==> src/rtl/hash_job_sequencer.sv <==
// Runs a table of hash-core jobs back to back, times each one and returns one result record per job.
// Optional statistics outputs are enabled by defining HASH_JOB_SEQ_STATS_EN.
module hash_job_sequencer #(
    parameter int NUM_JOBS   = 4,
    parameter int JOB_AW     = (NUM_JOBS > 1) ? $clog2(NUM_JOBS) : 1,
    parameter int TARGET_W   = 8,
    parameter int ENTR_W     = 2,
    parameter int NONCE_W    = 32,
    parameter int BOUNTY_W   = 24,
    parameter int CYC_W      = 24,
    parameter int RST_CYCLES = 2,
    parameter int TIMEOUT    = 1000000
) (
    input  logic                clk,
    input  logic                reset,
    input  logic                start,
    input  logic                job_wr_en,
    input  logic [JOB_AW-1:0]   job_wr_addr,
    input  logic [TARGET_W-1:0] job_wr_target,
    input  logic [ENTR_W-1:0]   job_wr_entradas,
    output logic                core_reset_L,
    output logic [TARGET_W-1:0] target,
    output logic [ENTR_W-1:0]   num_entradas,
    input  logic                fin,
    input  logic [NONCE_W-1:0]  nonce_valido_out,
    input  logic [BOUNTY_W-1:0] bounty_out,
    output logic                res_valid,
    input  logic                res_ready,
    output logic [JOB_AW-1:0]   res_job,
    output logic [NONCE_W-1:0]  res_nonce,
    output logic [BOUNTY_W-1:0] res_bounty,
    output logic [CYC_W-1:0]    res_cycles,
    output logic                res_timeout,
`ifdef HASH_JOB_SEQ_STATS_EN
    output logic [CYC_W+JOB_AW-1:0] stat_total_cycles,
    output logic [JOB_AW:0]         stat_timeouts,
    output logic [CYC_W-1:0]        stat_min_cycles,
    output logic [CYC_W-1:0]        stat_max_cycles,
`endif
    output logic                busy,
    output logic                done
);

    localparam int RC_W = (RST_CYCLES > 1) ? $clog2(RST_CYCLES) : 1;

    typedef enum logic [2:0] {
        IDLE = 3'd0,
        ARM  = 3'd1,
        RUN  = 3'd2,
        HOLD = 3'd3,
        DONE = 3'd4
    } state_t;

    state_t              state_r, state_nx;
    logic [JOB_AW-1:0]   job_r, job_nx;
    logic [RC_W-1:0]     rst_cnt_r, rst_cnt_nx;
    logic [CYC_W-1:0]    cyc_r, cyc_nx;
    logic                core_reset_l_r, core_reset_l_nx;
    logic [TARGET_W-1:0] target_r, target_nx;
    logic [ENTR_W-1:0]   entr_r, entr_nx;
    logic                res_valid_r, res_valid_nx;
    logic [NONCE_W-1:0]  res_nonce_r, res_nonce_nx;
    logic [BOUNTY_W-1:0] res_bounty_r, res_bounty_nx;
    logic [CYC_W-1:0]    res_cycles_r, res_cycles_nx;
    logic                res_timeout_r, res_timeout_nx;
    logic                busy_r, busy_nx;
    logic                done_r, done_nx;
    logic                idle_s;
    logic                accept_s;

    logic [TARGET_W-1:0] tab_target_r [NUM_JOBS];
    logic [ENTR_W-1:0]   tab_entr_r   [NUM_JOBS];

    assign idle_s   = (state_r == IDLE) || (state_r == DONE);
    assign accept_s = (state_r == HOLD) && res_ready;

    // Job table: written only while idle, deliberately untouched by reset
    always_ff @(posedge clk) begin
        if (idle_s && job_wr_en && (32'(job_wr_addr) < NUM_JOBS)) begin
            tab_target_r[job_wr_addr] <= job_wr_target;
            tab_entr_r[job_wr_addr]   <= job_wr_entradas;
        end
    end

    // Next-state and next-output logic for the sequencer
    always_comb begin
        state_nx        = state_r;
        job_nx          = job_r;
        rst_cnt_nx      = rst_cnt_r;
        cyc_nx          = cyc_r;
        core_reset_l_nx = core_reset_l_r;
        target_nx       = target_r;
        entr_nx         = entr_r;
        res_valid_nx    = res_valid_r;
        res_nonce_nx    = res_nonce_r;
        res_bounty_nx   = res_bounty_r;
        res_cycles_nx   = res_cycles_r;
        res_timeout_nx  = res_timeout_r;
        busy_nx         = busy_r;
        done_nx         = done_r;
        case (state_r)
            IDLE, DONE: begin
                core_reset_l_nx = 1'b0;
                if (start) begin
                    state_nx   = ARM;
                    job_nx     = '0;
                    rst_cnt_nx = '0;
                    busy_nx    = 1'b1;
                    done_nx    = 1'b0;
                end else begin
                    state_nx = state_r;
                end
            end
            ARM: begin
                target_nx       = tab_target_r[job_r];
                entr_nx         = tab_entr_r[job_r];
                core_reset_l_nx = 1'b0;
                if (rst_cnt_r == RC_W'(RST_CYCLES - 1)) begin
                    state_nx        = RUN;
                    core_reset_l_nx = 1'b1;
                    cyc_nx          = '0;
                end else begin
                    rst_cnt_nx = rst_cnt_r + 1'b1;
                end
            end
            RUN: begin
                cyc_nx = (&cyc_r) ? cyc_r : cyc_r + 1'b1;
                // A fin arriving in the timeout cycle still counts as a success
                if (fin) begin
                    res_nonce_nx    = nonce_valido_out;
                    res_bounty_nx   = bounty_out;
                    res_cycles_nx   = cyc_r;
                    res_timeout_nx  = 1'b0;
                    res_valid_nx    = 1'b1;
                    core_reset_l_nx = 1'b0;
                    state_nx        = HOLD;
                end else if (cyc_r == CYC_W'(TIMEOUT - 1)) begin
                    res_nonce_nx    = '0;
                    res_bounty_nx   = '0;
                    res_cycles_nx   = CYC_W'(TIMEOUT);
                    res_timeout_nx  = 1'b1;
                    res_valid_nx    = 1'b1;
                    core_reset_l_nx = 1'b0;
                    state_nx        = HOLD;
                end else begin
                    state_nx = RUN;
                end
            end
            HOLD: begin
                core_reset_l_nx = 1'b0;
                if (res_ready) begin
                    res_valid_nx = 1'b0;
                    if (job_r == JOB_AW'(NUM_JOBS - 1)) begin
                        state_nx = DONE;
                        busy_nx  = 1'b0;
                        done_nx  = 1'b1;
                    end else begin
                        state_nx   = ARM;
                        job_nx     = job_r + 1'b1;
                        rst_cnt_nx = '0;
                    end
                end else begin
                    state_nx = HOLD;
                end
            end
            default: begin
                state_nx        = IDLE;
                core_reset_l_nx = 1'b0;
                res_valid_nx    = 1'b0;
                busy_nx         = 1'b0;
                done_nx         = 1'b0;
            end
        endcase
    end

    // Sequencer state and registered outputs
    always_ff @(posedge clk) begin
        if (reset) begin
            state_r        <= IDLE;
            job_r          <= '0;
            rst_cnt_r      <= '0;
            cyc_r          <= '0;
            core_reset_l_r <= 1'b0;
            target_r       <= '0;
            entr_r         <= '0;
            res_valid_r    <= 1'b0;
            res_nonce_r    <= '0;
            res_bounty_r   <= '0;
            res_cycles_r   <= '0;
            res_timeout_r  <= 1'b0;
            busy_r         <= 1'b0;
            done_r         <= 1'b0;
        end else begin
            state_r        <= state_nx;
            job_r          <= job_nx;
            rst_cnt_r      <= rst_cnt_nx;
            cyc_r          <= cyc_nx;
            core_reset_l_r <= core_reset_l_nx;
            target_r       <= target_nx;
            entr_r         <= entr_nx;
            res_valid_r    <= res_valid_nx;
            res_nonce_r    <= res_nonce_nx;
            res_bounty_r   <= res_bounty_nx;
            res_cycles_r   <= res_cycles_nx;
            res_timeout_r  <= res_timeout_nx;
            busy_r         <= busy_nx;
            done_r         <= done_nx;
        end
    end

    assign core_reset_L = core_reset_l_r;
    assign target       = target_r;
    assign num_entradas = entr_r;
    assign res_valid    = res_valid_r;
    assign res_job      = job_r;
    assign res_nonce    = res_nonce_r;
    assign res_bounty   = res_bounty_r;
    assign res_cycles   = res_cycles_r;
    assign res_timeout  = res_timeout_r;
    assign busy         = busy_r;
    assign done         = done_r;

`ifdef HASH_JOB_SEQ_STATS_EN
    logic [CYC_W+JOB_AW-1:0] stat_total_r;
    logic [JOB_AW:0]         stat_to_r;
    logic [CYC_W-1:0]        stat_min_r;
    logic [CYC_W-1:0]        stat_max_r;
    logic [CYC_W+JOB_AW:0]   total_sum_s;

    // Saturating running total of accepted cycle counts
    always_comb begin
        total_sum_s = {1'b0, stat_total_r} + (CYC_W + JOB_AW + 1)'(res_cycles_r);
    end

    // Statistics accumulate on each accepted record, cleared when a sequence starts
    always_ff @(posedge clk) begin
        if (reset || (idle_s && start)) begin
            stat_total_r <= '0;
            stat_to_r    <= '0;
            stat_min_r   <= '1;
            stat_max_r   <= '0;
        end else if (accept_s) begin
            stat_total_r <= total_sum_s[CYC_W+JOB_AW] ? '1 : total_sum_s[CYC_W+JOB_AW-1:0];
            if (res_timeout_r) begin
                stat_to_r <= stat_to_r + 1'b1;
            end else begin
                if (res_cycles_r < stat_min_r) stat_min_r <= res_cycles_r;
                if (res_cycles_r > stat_max_r) stat_max_r <= res_cycles_r;
            end
        end
    end

    assign stat_total_cycles = stat_total_r;
    assign stat_timeouts     = stat_to_r;
    assign stat_min_cycles   = stat_min_r;
    assign stat_max_cycles   = stat_max_r;
`else
    logic unused_accept_s;
    assign unused_accept_s = accept_s;
`endif

endmodule

==> config.mk <==
export PLATFORM = sky130hd
export DESIGN_NAME = hash_job_sequencer
export DESIGN_NICKNAME = d
export VERILOG_FILES = /design/src/rtl/hash_job_sequencer.sv
export SDC_FILE = /design/constraint.sdc
export NUM_CORES = 1
export LEC_CHECK = 0
export CAP_MARGIN = 0
export CORE_ASPECT_RATIO = 0.9
export CORE_MARGIN = 10
export CORE_UTILIZATION = 40
export DETAILED_ROUTE_END_ITERATION = 8
export GPL_ROUTABILITY_DRIVEN = 0
export PLACE_DENSITY = 0.68
export SETUP_SLACK_MARGIN = 0.4
export SYNTH_ARGS = -nofsm -noshare
export SYNTH_HDL_FRONTEND = slang
export SYNTH_SLANG_ARGS = --single-unit
==> constraint.sdc <==
create_clock -name clk -period 4.5 [get_ports clk]
set_clock_uncertainty 0.1 [all_clocks]
set_input_delay 0.675 -clock clk [delete_from_list [all_inputs] [get_ports clk]]
set_output_delay 0.675 -clock clk [all_outputs]
set_load 0.1 [all_outputs]
### Word-level counts from Yosys, hierarchy flattened

Memories as Yosys holds them, arrays and structs flattened. A register that Yosys moved wholly into a read port is not among the register bits.
Index checks and enable logic that the tools add are counted.

| operators by class | value |
|---|---|
| muxes and demuxes | 43 |
| reduce and logical (&&, ||, !) cells | 18 |
| add/subtract/negate cells | 3 |
| divide/modulo/power cells | 0 |
| shift operators | 0 |
| equality and inequality tests | 13 |
| $lt $le $gt $ge | 0 |
| multiply operators | 0 |
| bitwise operators | 2 |

Operators by type and width:

| kind | count |
|---|---|
| $mux 24 | 6 |
| $mux 32 | 2 |
| $pmux 24 s2 | 1 |
| $add 24x1->24 const B | 1 |
| $eq 24x20->1 const B | 1 |
| $reduce_and 24->1 | 1 |
| $mux 1 | 20 |
| $mux 3 | 4 |
| $pmux 1 s3 | 4 |
| $pmux 3 s4 | 1 |
| $reduce_and 4->1 | 3 |
| $ne 2x2->1 const B | 5 |
| $eq 3x2->1 const B | 2 |
| $mux 2 | 3 |
| $reduce_and 3->1 | 2 |
| $reduce_bool 2->1 | 3 |
| $pmux 2 s2 | 1 |
| $reduce_and 2->1 | 2 |
| $reduce_or 2->1 | 2 |
| $eq 3x1->1 const B | 1 |
| $eq 3x3->1 const B | 1 |
| $logic_not 3->1 | 1 |
| $ne 3x3->1 const B | 1 |
| $reduce_bool 3->1 | 1 |
| other kinds (9) | 10 |

| word-level totals | value |
|---|---|
| latch bits | 0 |
| bits in writable memories | 40 |
| memories | 2 |
| register bits after elaboration | 115 |
| output and inout bits | 97 |
| input bits | 74 |
| memory bits (read-only) | 0 |

Memory list:

| name | depth | bits a word | rd ports | clocked after Yosys merged registers in | write ports | line | RTL |
|---|---|---|---|---|---|---|---|
| tab_target_r | 4 | 8 | 1 | 1 | 1 | 71 | `logic [TARGET_W-1:0] tab_target_r [NUM_JOBS];` |
| tab_entr_r | 4 | 2 | 1 | 1 | 1 | 72 | `logic [ENTR_W-1:0] tab_entr_r [NUM_JOBS];` |

### Depth between registers and ports, before layout

Gate-level depths: netlist of the first run.

| logic depth | value |
|---|---|
| word-level depth | 5 |
| depth in mapped cells | 8 |
| mapped depth without buffers | 6 |

### Worst setup path before layout of the first run

Ideal clock, no wire load.

| timing path | value |
|---|---|
| kind | reg2reg |
| from | reg job_r[0] (netlist: res_job[0]) |
| to | reg entr_r[0] (netlist: num_entradas[0]) (read register of tab_entr_r) |
| clock period less this slack | 2.470 ns |
| setup time | 0.132 ns |
| path slack | 2.030 ns |
| path buffers | 1 |
| stages on the path, launching flop included | 5 |
| arrival time | 2.238 ns |
| data required time | 4.268 ns |
| path through | dfxtp_1 buf_1 mux4_2 nand2_1 a21oi_1 |

RTL lines:

| what | line | RTL |
|---|---|---|
| start: declaration | 55 | `logic [JOB_AW-1:0] job_r, job_nx;` |
| start signal: assignment | 195 | `job_r <= job_nx;` |
| end: declaration | 60 | `logic [ENTR_W-1:0] entr_r, entr_nx;` |

### Worst setup path in the final report of the first run

| timing path | value |
|---|---|
| from | reg job_r[0] (netlist: res_job[0]) |
| to | out res_job[0] |

RTL lines:

| what | line | RTL |
|---|---|---|
| end: declaration | 29 | `output logic [JOB_AW-1:0] res_job,` |

No word-level cell between the ends.

==> results of run 1 <==
[routing by layer]
| metal | routed length (µm) | vias to the layer above |
|---|---|---|
| li1 | - | 2356 |
| met1 | 7119 | 2454 |
| met2 | 8701 | 169 |
| met3 | 1297 | 16 |
| met4 | 140 | 0 |
| met5 | 0 | - |
[report_power, final]
part	switching [mW]	leakage, nW	internal [mW]
sequential	0.0212	1.37	1.55
combinational	0.227	1.31	0.117
clock	0.645	0.263	0.729
[synth_stat cells, drive strengths merged, types with 3 or more instances]
master and count:
or4 3, o221a 7, o31ai 4, and2 3, nand2b 3, a21oi 32, nand4 10, mux4 10
nor2 18, a211o 3, or3 5, nor3 12, buf 19, edfxtp 40, nand3b 3, clkbuf 24
and3 5, a211oi 3, nor4 3, mux2i 3, dfxtp 125, a22o 74, or2 3, o21ai 15
inv 7, a41oi 6, nand3 14, nand2 42, a31oi 17
[layout make-up]
type | instances | area [µm²] | share of cell area
repair buffers | 174 | 1732 | 0.2016
multi-input cells | 318 | 2315 | 0.2694
flip-flops and latches | 165 | 3704 | 0.4311
well taps | 202 | 252.7 | 0.02942
clock buffers | 17 | 425.4 | 0.04952
inverters | 7 | 26.28 | 0.003059
clock inverters | 15 | 136.4 | 0.01588
[cell usage in the layout (no fill, tap or decap), types with 9 or more instances in the layout]
cell type,instances
sky130_fd_sc_hd__clkdlybuf4s50_1,170
sky130_fd_sc_hd__dfxtp_1,125
sky130_fd_sc_hd__a22o_1,74
sky130_fd_sc_hd__nand2_1,42
sky130_fd_sc_hd__edfxtp_1,40
sky130_fd_sc_hd__a21oi_1,31
sky130_fd_sc_hd__a31oi_1,17
sky130_fd_sc_hd__clkbuf_16,17
sky130_fd_sc_hd__nor2_1,16
sky130_fd_sc_hd__o21ai_0,14
sky130_fd_sc_hd__nand3_1,12
sky130_fd_sc_hd__mux4_2,10
sky130_fd_sc_hd__nand4_1,9
[cells by family (layout without fill, tap and decap cells)]
| family | after synthesis | in the layout | synth area share |
|---|---|---|---|
| buf+inv | 50 | 213 | 0.03413 |
| fa+ha+maj | 2 | 2 | 0.004038 |
| simple gates | 129 | 129 | 0.1101 |
| compound gates | 173 | 173 | 0.2110 |
| mux | 14 | 14 | 0.04301 |
| flops | 165 | 165 | 0.5977 |
[per-stage QoR]
stage	std cells	setup slack, ps	total power [mW]	hold slack (ps)
floorplan	533	2030	1.814	370.2
global placement	866	1590	1.944	346.8
detailed placement	866	1573	1.950	350.9
CTS	898	1097	3.324	363.4
global route	898	1002	3.405	388.3
finish	898	1169	3.291	364.3
[state kept, by name (all words and copies together) (netlist names)]
name          flops
res_job           2
rst_cnt_r         1
tab_target_r     32
res_timeout       1
num_entradas      2
core_reset_L      1
res_valid         1
res_nonce        32
res_bounty       24
res_cycles       24
done              1
cyc_r            24
target            8
tab_entr_r        8
state_r           3
busy              1
[worst register-to-register path, stage by stage, from the launching register on]
cell	delay, ps
sky130_fd_sc_hd__dfxtp_1	560
sky130_fd_sc_hd__or3b_2	700
sky130_fd_sc_hd__o41ai_2	1030
sky130_fd_sc_hd__o21ai_0	230
sky130_fd_sc_hd__a21oi_1	160
[worst paths after layout]
kind | from | slack, ps | depth (start not counted) | endpoint
worst max-delay path | res_job[0] | 1170 | 1 | res_job[0]
worst min-delay path | target[7] | 360 | 2 | target[7]
worst max register to register | state_r[1] | 1640 | 4 | cyc_r[17]
worst min register to register | target[7] | 360 | 2 | target[7]
==> reports/summary.log, run 1 <==
qor: die.dieWidth 151.2 µm
qor: run_status.status finished clean
qor: route.post-route-drc-count 0
qor: timing.maxSlewHeadroom 0.2761
qor: die.die-area 20870 µm²
qor: finish.stdcell_area 8591 µm²
qor: timing.period_utilization_post_route 0.7403
qor: timing.setup_viol 0
qor: clock_network.cts_tree done
qor: critical_path.cp_slowest_stage_delay 1270 ps
qor: clock_network.ctsResizeCount 0
qor: finish.final.fill_count 1281
qor: yosys.yosys.cell_types.count 52
qor: pwr.powerDensity 383.1 nW/µm²
qor: finish.flow.area_growth_from_synthesis 38.65%
qor: placed_design.detailed_placer_s_ending_hpwl 12.11 mm
qor: pwr.worst_ir_drop_vdd 0.0002637 V
qor: yosys.async_reset_ff_frac 0
qor: global_route.groute.layer.met2.usage 0.2658
qor: timing.grt_setup_unrepaired false
qor: clock_network.post_cts_hold_fix_bufs 0
qor: yosys.post_synth_inst_count 533
qor: placed_design.port-buffer-count 170
qor: route.ant_nets 0
qor: route.drt_first_iter_violations 368
qor: critical_path.cp_slowest_cell sky130_fd_sc_hd__clkdlybuf4s50_1
qor: clock_network.cts_buffers 17
qor: route.vias_per_cell 5.562
qor: timing.final_hold_vios 0
qor: critical_path.cp.buffers_inverters 1
qor: global_route.antenna_found_initial 0
qor: yosys.synthesis.area_per_instance 11.62 µm²
qor: die.placement_rows 43
qor: critical_path.critical_path.endpoint_type output pin
qor: yosys.synthDominantCellAreaShare 0.4039
qor: timing.tightest_slew 1082 ps
qor: critical_path.worst_path_required 3720 ps
qor: route.wl_per_cell 19.22 µm
qor: route.detail_route.first_pass.iterations 7
qor: clock_network.post_cts_buffers 0
qor: die.placeableCoreArea 15280 µm²
qor: timing.timing.final.crit_period 3331 ps
qor: global_route.grt_overflow_total 0
qor: critical_path.critical_path_peak_fanout 14
qor: placed_design.placed_cell_area 8029 µm²
qor: clock_network.cts_root_buffer sky130_fd_sc_hd__clkbuf_16
qor: yosys.synth.cell_area 6196 µm²
qor: timing.clock.fmax 300.2 MHz
qor: route.vias 4995
qor: hold_path.min-delay-path-class reg -> reg
qor: global_route.global_route.usage.total 0.1631
qor: global_route.grt_pass1_wl 27.63 mm
qor: global_route.grt_pass1_vias 4899
qor: yosys.ys_ff_latch 165
qor: clock_network.clock_tree.buffer_depth 2
qor: yosys.number_of_flops_mapped_to_enable_cells_by_yosys 40
qor: clock_network.cts-htree-levels 4
qor: die.initial_core_util 0.4055
qor: finish.nNetsFinal 759
qor: global_route.grt_use_met3 0.05775
qor: clock_network.cts.sinks 165
qor: pwr.power.leakage 2.943 nW
qor: yosys.post-synth-top-area-cell sky130_fd_sc_hd__dfxtp_1
qor: die.io-pin-count 171
qor: yosys.synth.area.top_cells sky130_fd_sc_hd__dfxtp_1 (40%), sky130_fd_sc_hd__edfxtp_1 (19%), sky130_fd_sc_hd__a22o_1 (10%)
qor: critical_path.critPathLaunchType register
qor: critical_path.timing.critical_path.cells clkdlybuf4s50_1
qor: timing.finalMaxSlewViolations 0
qor: global_route.top_usage_layer met2
qor: clock_network.worstSkewPairLatency 420 ps
qor: yosys.synth_flop_cell sky130_fd_sc_hd__dfxtp_1
qor: yosys.synth_sequential_area_ratio 0.5977
qor: finish.diodes 0
qor: critical_path.timing.critical_path.max_delay_family buffers and inverters
qor: yosys.yosysWarnings 0
qor: timing.final.setup.tns 0 ps
qor: finish.final_layout_size_suffix_gt1_frac 0.1020
qor: yosys.syn-num-nets 609
qor: critical_path.worst-setup-path-type reg -> out
qor: finish.layout_utilization 0.5622
qor: die.dieHeight 138.1 µm
qor: critical_path.worstPathArrival 2560 ps
qor: global_route.pin_count_of_the_biggest_net_entering_global_routing 74
qor: global_route.grtUsageMet1 0.2013
qor: route.routed_wl 17.26 mm
qor: flow_run.cap_viol_max_count 0
qor: clock_network.worst_setup_hold_path_clk_slew 70 ps
(Power assumes the default switching activity.)
==> run 2, diff against run 1 <==
Clock period 4.5 ns to 3.1 ns, I/O delays scaled along.
==> run 2 against run 1 <==
Effect of this change:
- routed wire length decreased by 0.70%
- clock-buffer cell count unchanged
- power increased by 46%
- critical path type is now reg -> reg
- combinational power increased by 44%
- die area unchanged
- sequential power increased by 45%
- largest cell class unchanged
- utilization decreased by 0.92 points
- register-to-register slack got worse by 990 ps
- non-clock buffer count increased by 10
- final area decreased by 1.6%
==> reports/summary.log, run 2 (synthesized netlist as in run 1, its figures left out) <==
qor: run_status.status finished clean
qor: pwr.pwr-share-clk 0.423
qor: route.drt_first_iter_violations 322
qor: critical_path.worst_path_required 3340 ps
qor: global_route.pin_count_of_the_biggest_net_entering_global_routing 74
qor: pwr.power_switching 1.325 mW
qor: clock_network.cts-htree-levels 4
qor: placed_design.port-buffer-count 170
qor: clock_network.worstSkewPairLatency 420 ps
qor: route.vias_per_cell 5.470
qor: timing.grt_setup_unrepaired false
qor: clock_network.clock_tree.buffer_depth 2
qor: timing.maxSlewHeadroom 0.4525
qor: route.post-route-drc-count 0
qor: placed_design.detailed_placer_s_ending_hpwl 12.20 mm
qor: timing.finalMaxSlewViolations 0
qor: timing.timing.final.crit_period 2446 ps
qor: route.routed_wl 17.14 mm
qor: placed_design.placed_cell_area 7869 µm²
qor: pwr.power.leakage 3.218 nW
qor: finish.final_common_cell sky130_fd_sc_hd__dfxtp_1
qor: timing.tightest_slew 820.2 ps
qor: finish.most-common-layout-cells sky130_fd_sc_hd__dfxtp_1 (125), sky130_fd_sc_hd__buf_4 (109), sky130_fd_sc_hd__a22o_1 (74)
qor: pwr.worst_ir_drop_vdd 0.0004061 V
qor: timing.clock.fmax 408.8 MHz
qor: die.die-area 20870 µm²
qor: global_route.groute.layer.met2.usage 0.2702
qor: clock_network.post_cts_hold_fix_bufs 0
qor: hold_path.worst_hold_startpoint busy
qor: finish.final_layout_size_suffix_gt1_frac 0.2479
qor: clock_network.worst_setup_hold_path_clk_slew 70 ps
qor: die.dieHeight 138.1 µm
qor: clock_network.ctsResizeCount 0
qor: finish.flow.area_growth_from_synthesis 36.39%
qor: die.placeableCoreArea 15280 µm²
qor: clock_network.cts.sinks 165
qor: global_route.antenna_found_initial 0
qor: clock_network.cts_tree done
qor: die.dieWidth 151.2 µm
qor: route.detail_route.first_pass.iterations 5
qor: critical_path.worst-setup-path-type reg -> reg
qor: critical_path.worstPathArrival 2690 ps
qor: critical_path.critical_path_peak_fanout 13
qor: route.ant_nets 0
qor: global_route.grt_pass1_wl 27.84 mm
qor: die.io-pin-count 171
qor: pwr.powerDensity 570.2 nW/µm²
qor: placed_design.dpl_cells 876
qor: global_route.top_usage_layer met2
qor: hold_path.min-delay-path-class reg -> reg
qor: hold_path.hold_path_depth 2
qor: clock_network.post_cts_buffers 0
qor: timing.final.setup.tns 0 ps
qor: global_route.grt_use_met3 0.05449
qor: die.placement_rows 43
qor: flow_run.cap_viol_max_count 0
qor: clock_network.cts_root_buffer sky130_fd_sc_hd__clkbuf_16
qor: timing.final_worst_hold_slack 361.8 ps
qor: timing.final_hold_vios 0
qor: finish.nNetsFinal 769
qor: pwr.power_switching_share 0.2749
qor: clock_network.cts_buffers 17
qor: critical_path.r2r_startpoint cyc_r[0]
qor: critical_path.critPathLaunchType register
qor: finish.diodes 0
qor: finish.layoutNonFillerInstCount 908
qor: critical_path.worstSetupStartpoint cyc_r[0]
qor: critical_path.r2r_worst_path_depth 6
qor: global_route.grtUsageMet1 0.1965
qor: pwr.internal_power 3.494 mW
qor: timing.setup_viol 0
qor: pwr.power.share.combinational 0.103
qor: finish.stdcell_area 8451 µm²
qor: global_route.global_route.usage.total 0.1644
qor: pwr.power.share.sequential 0.474
qor: route.wl_per_cell 18.87 µm
qor: die.initial_core_util 0.4055
qor: critical_path.critical_path.endpoint_type register
qor: global_route.grt_pass1_vias 5092
qor: route.vias 4967
qor: global_route.grt_overflow_total 0
qor: timing.period_utilization_post_route 0.7890
==> run 2: cell count changes in the layout (fill, tap and decap cells not counted), sizes merged <==
cell / change
buf: +107
clkdlybuf4s50: -97
clkinv: +4
clkinvlp: -4
==> run 2: layer usage <==
layer | wire length, µm | share of wire
met5 | 0 | 0
met2 | 8552 | 0.50
met3 | 1092 | 0.064
met1 | 7124 | 0.42
met4 | 367 | 0.021
==> run 2: final timing paths <==
| check | end | slack [ps] |
|---|---|---|
| hold / removal | busy | 360 |
| setup / recovery | cyc_r[6] | 650 |
| hold reg to reg | busy | 360 |
| setup reg to reg | cyc_r[6] | 650 |
==> run 2: final cells by class <==
type,count,area [µm²]
multi-input cells,318,2297
well taps,202,252.7
fillers,1318,6829
clock buffers,17,425.4
repair buffers,184,1589
clock inverters,15,156.4
flip-flops and latches,165,3704
inverters,7,26.28
==> run 2: power by group through the flow <==
stage	sequential (mW)	clock, mW	combinational [mW]
2_1_floorplan	2.50	0	0.131
3_3_place_gp	2.33	0	0.491
3_5_place_dp	2.33	0	0.498
4_1_cts	2.28	2.09	0.499
5_1_grt	2.29	2.17	0.524
6_report	2.28	2.04	0.496
==> run 2: per-stage QoR <==
| stage | setup slack, ps | power (mW) | util |
|---|---|---|---|
| finish | 654.0 | 4.818 | 0.5531 |
| global placement | 775.8 | 2.820 | 0.5150 |
| global route | 541.7 | 4.983 | 0.5531 |
| CTS | 688.9 | 4.874 | 0.5531 |
| detailed placement | 696.1 | 2.830 | 0.5150 |
| floorplan | 629.7 | 2.633 | - |
==> run 2: worst max-delay path: stages, from the launching register on <==
cell                      delay, ps
sky130_fd_sc_hd__dfxtp_1        400
sky130_fd_sc_hd__ha_1           260
sky130_fd_sc_hd__nand3_2        130
sky130_fd_sc_hd__or3_1          520
sky130_fd_sc_hd__or3_4          450
sky130_fd_sc_hd__a211o_1        320
sky130_fd_sc_hd__a31oi_1        180
==> run 3, diff against run 2 <==
Clock period 3.1 ns to 2.5 ns, I/O delays scaled along.
==> run 3 against run 2 <==
Effect of this change:
- sequential power up 24%
- combinational power up 36%
- non-clock buffer count up 30
- routed wire length up 11%
- flip-flop and latch count unchanged
- worst hold slack better by 0.59 ps
- utilization up 2.9 points
==> reports/summary.log, run 3 (synthesized netlist as in run 1, its figures left out) <==
qor: finish.most-common-layout-cells sky130_fd_sc_hd__buf_4 (132), sky130_fd_sc_hd__dfxtp_1 (107), sky130_fd_sc_hd__a22o_1 (74)
qor: clock_network.worstSkewPairLatency 430 ps
qor: placed_design.pre_cts_slack 187.5 ps
qor: timing.clock.fmax 462.1 MHz
qor: placed_design.detailed_placer_s_ending_hpwl 12.33 mm
qor: global_route.grt_pass1_vias 5015
qor: placed_design.port-buffer-count 170
qor: timing.timing.final.crit_period 2164 ps
qor: pwr.pwr-share-clk 0.427
qor: pwr.power_switching 1.648 mW
qor: critical_path.worstPathArrival 2390 ps
qor: finish.flow.area_growth_from_synthesis 43.62%
qor: pwr.powerDensity 685.0 nW/µm²
qor: timing.final.setup.tns 0 ps
qor: clock_network.cts.sinks 165
qor: clock_network.cts_tree done
qor: timing.maxSlewHeadroom 0.6838
qor: pwr.internal_power 4.448 mW
qor: critical_path.critical_path_peak_fanout 4
qor: timing.postLayoutSetupSlackWorst 336.1 ps
qor: timing.final_hold_vios 0
qor: die.placeableCoreArea 15280 µm²
qor: timing.period_utilization_post_route 0.8656
qor: global_route.antenna_found_initial 0
qor: finish.diodes 0
qor: pwr.power.share.combinational 0.111
qor: die.placement_rows 43
qor: finish.layoutNonFillerInstCount 938
qor: route.ant_nets 0
qor: pwr.power.leakage 3.427 nW
qor: global_route.global_route.usage.total 0.1676
qor: global_route.pin_count_of_the_biggest_net_entering_global_routing 74
qor: global_route.grt_pass1_wl 27.88 mm
qor: die.die-area 20870 µm²
qor: die.dieWidth 151.2 µm
qor: placed_design.dpl_cells 884
qor: die.io-pin-count 171
qor: route.detail_route.first_pass.iterations 5
qor: global_route.grt_overflow_total 0
qor: pwr.power_switching_share 0.2704
qor: hold_path.min-delay-path-class reg -> reg
qor: timing.finalMaxSlewViolations 0
qor: route.wl_per_cell 20.22 µm
qor: route.drt_first_iter_violations 401
qor: critical_path.worst_path_required 2730 ps
qor: clock_network.cts-htree-levels 4
qor: timing.tightest_slew 474.4 ps
qor: critical_path.critical_path.endpoint_type register
qor: timing.setup_viol 0
qor: finish.nNetsFinal 799
qor: clock_network.cts_root_buffer sky130_fd_sc_hd__clkbuf_16
qor: clock_network.clock_tree.buffer_depth 2
qor: route.vias_per_cell 5.515
qor: run_status.status finished clean
qor: die.dieHeight 138.1 µm
qor: clock_network.cts_buffers 17
qor: finish.final_common_cell sky130_fd_sc_hd__buf_4
qor: pwr.power.share.sequential 0.462
qor: critical_path.worst-setup-path-type reg -> reg
qor: route.routed_wl 18.96 mm
qor: flow_run.cap_viol_max_count 0
qor: timing.grt_setup_unrepaired true
qor: clock_network.post_cts_hold_fix_bufs 0
qor: die.initial_core_util 0.4055
qor: finish.final_layout_size_suffix_gt1_frac 0.3166
qor: pwr.worst_ir_drop_vdd 0.0005370 V
qor: route.vias 5173
qor: clock_network.worst_setup_hold_path_clk_slew 70 ps
qor: critical_path.critPathLaunchType register
qor: route.post-route-drc-count 0
qor: pwr.power 6.096 mW
run 3: worst paths after layout:
kind / start / cells after the start / slack (ps) / end
worst max-delay path: cyc_r[0] / 7 / 340 / cyc_r[14]
worst max register to register: cyc_r[0] / 7 / 340 / cyc_r[14]
worst min register to register: target[6] / 2 / 360 / target[6]
worst min-delay path: target[6] / 2 / 360 / target[6]
run 3: what timing repair did:
| item | in CTS | in global routing |
|---|---|---|
| gates resized for setup | 13 | 29 |
| setup endpoints to repair | 92 | 104 |
| setup buffers | 7 | 11 |
| hold endpoints to repair | 0 | 0 |
| pin swaps | 2 | 10 |
| cloned | 0 | 4 |
run 3: metrics by stage:
stage,utilization,hold slack (ps),area [µm²]
after floorplan,-,355.7,6206
after global placement,0.5201,346.4,7948
after detailed placement,0.5201,355.2,7948
after CTS,0.5650,364.9,8633
after global routing,0.5824,386.4,8899
final,0.5824,362.4,8899
run 3: power groups by stage:
| stage | registers (mW) | logic [mW] | clock network (mW) |
|---|---|---|---|
| floorplan | 3.10 | 0.163 | 0 |
| global placement | 2.88 | 0.631 | 0 |
| detailed placement | 2.88 | 0.640 | 0 |
| CTS | 2.82 | 0.643 | 2.63 |
| global route | 2.82 | 0.712 | 2.74 |
| finish | 2.82 | 0.676 | 2.60 |
run 3: cell type report:
cell class,instances,area [µm²]
clock buffer,17,425.4
clock inverter,15,165.2
fill,1273,6381
inverter,7,26.28
multi-input combinational,318,2406
sequential,165,3734
tap,202,252.7
timing repair buffer,214,1889
run 3: critical path: stages, from the launching register on:
cell and delay [ps]:
sky130_fd_sc_hd__dfxtp_4 360, sky130_fd_sc_hd__ha_4 150, sky130_fd_sc_hd__nand3_4 80, sky130_fd_sc_hd__or3_4 430
sky130_fd_sc_hd__buf_6 130, sky130_fd_sc_hd__o41a_1 440, sky130_fd_sc_hd__a211o_1 320, sky130_fd_sc_hd__o31ai_1 60
run 3: metal layers:
layer  vias to the layer above  part of all wire  track usage
met4                         0            0.0083      0.04304
met2                       191              0.50       0.2674
met3                        20             0.077      0.06493
met1                      2515              0.42       0.2066
li1                       2447                 -            -
met5                         -                 0            0
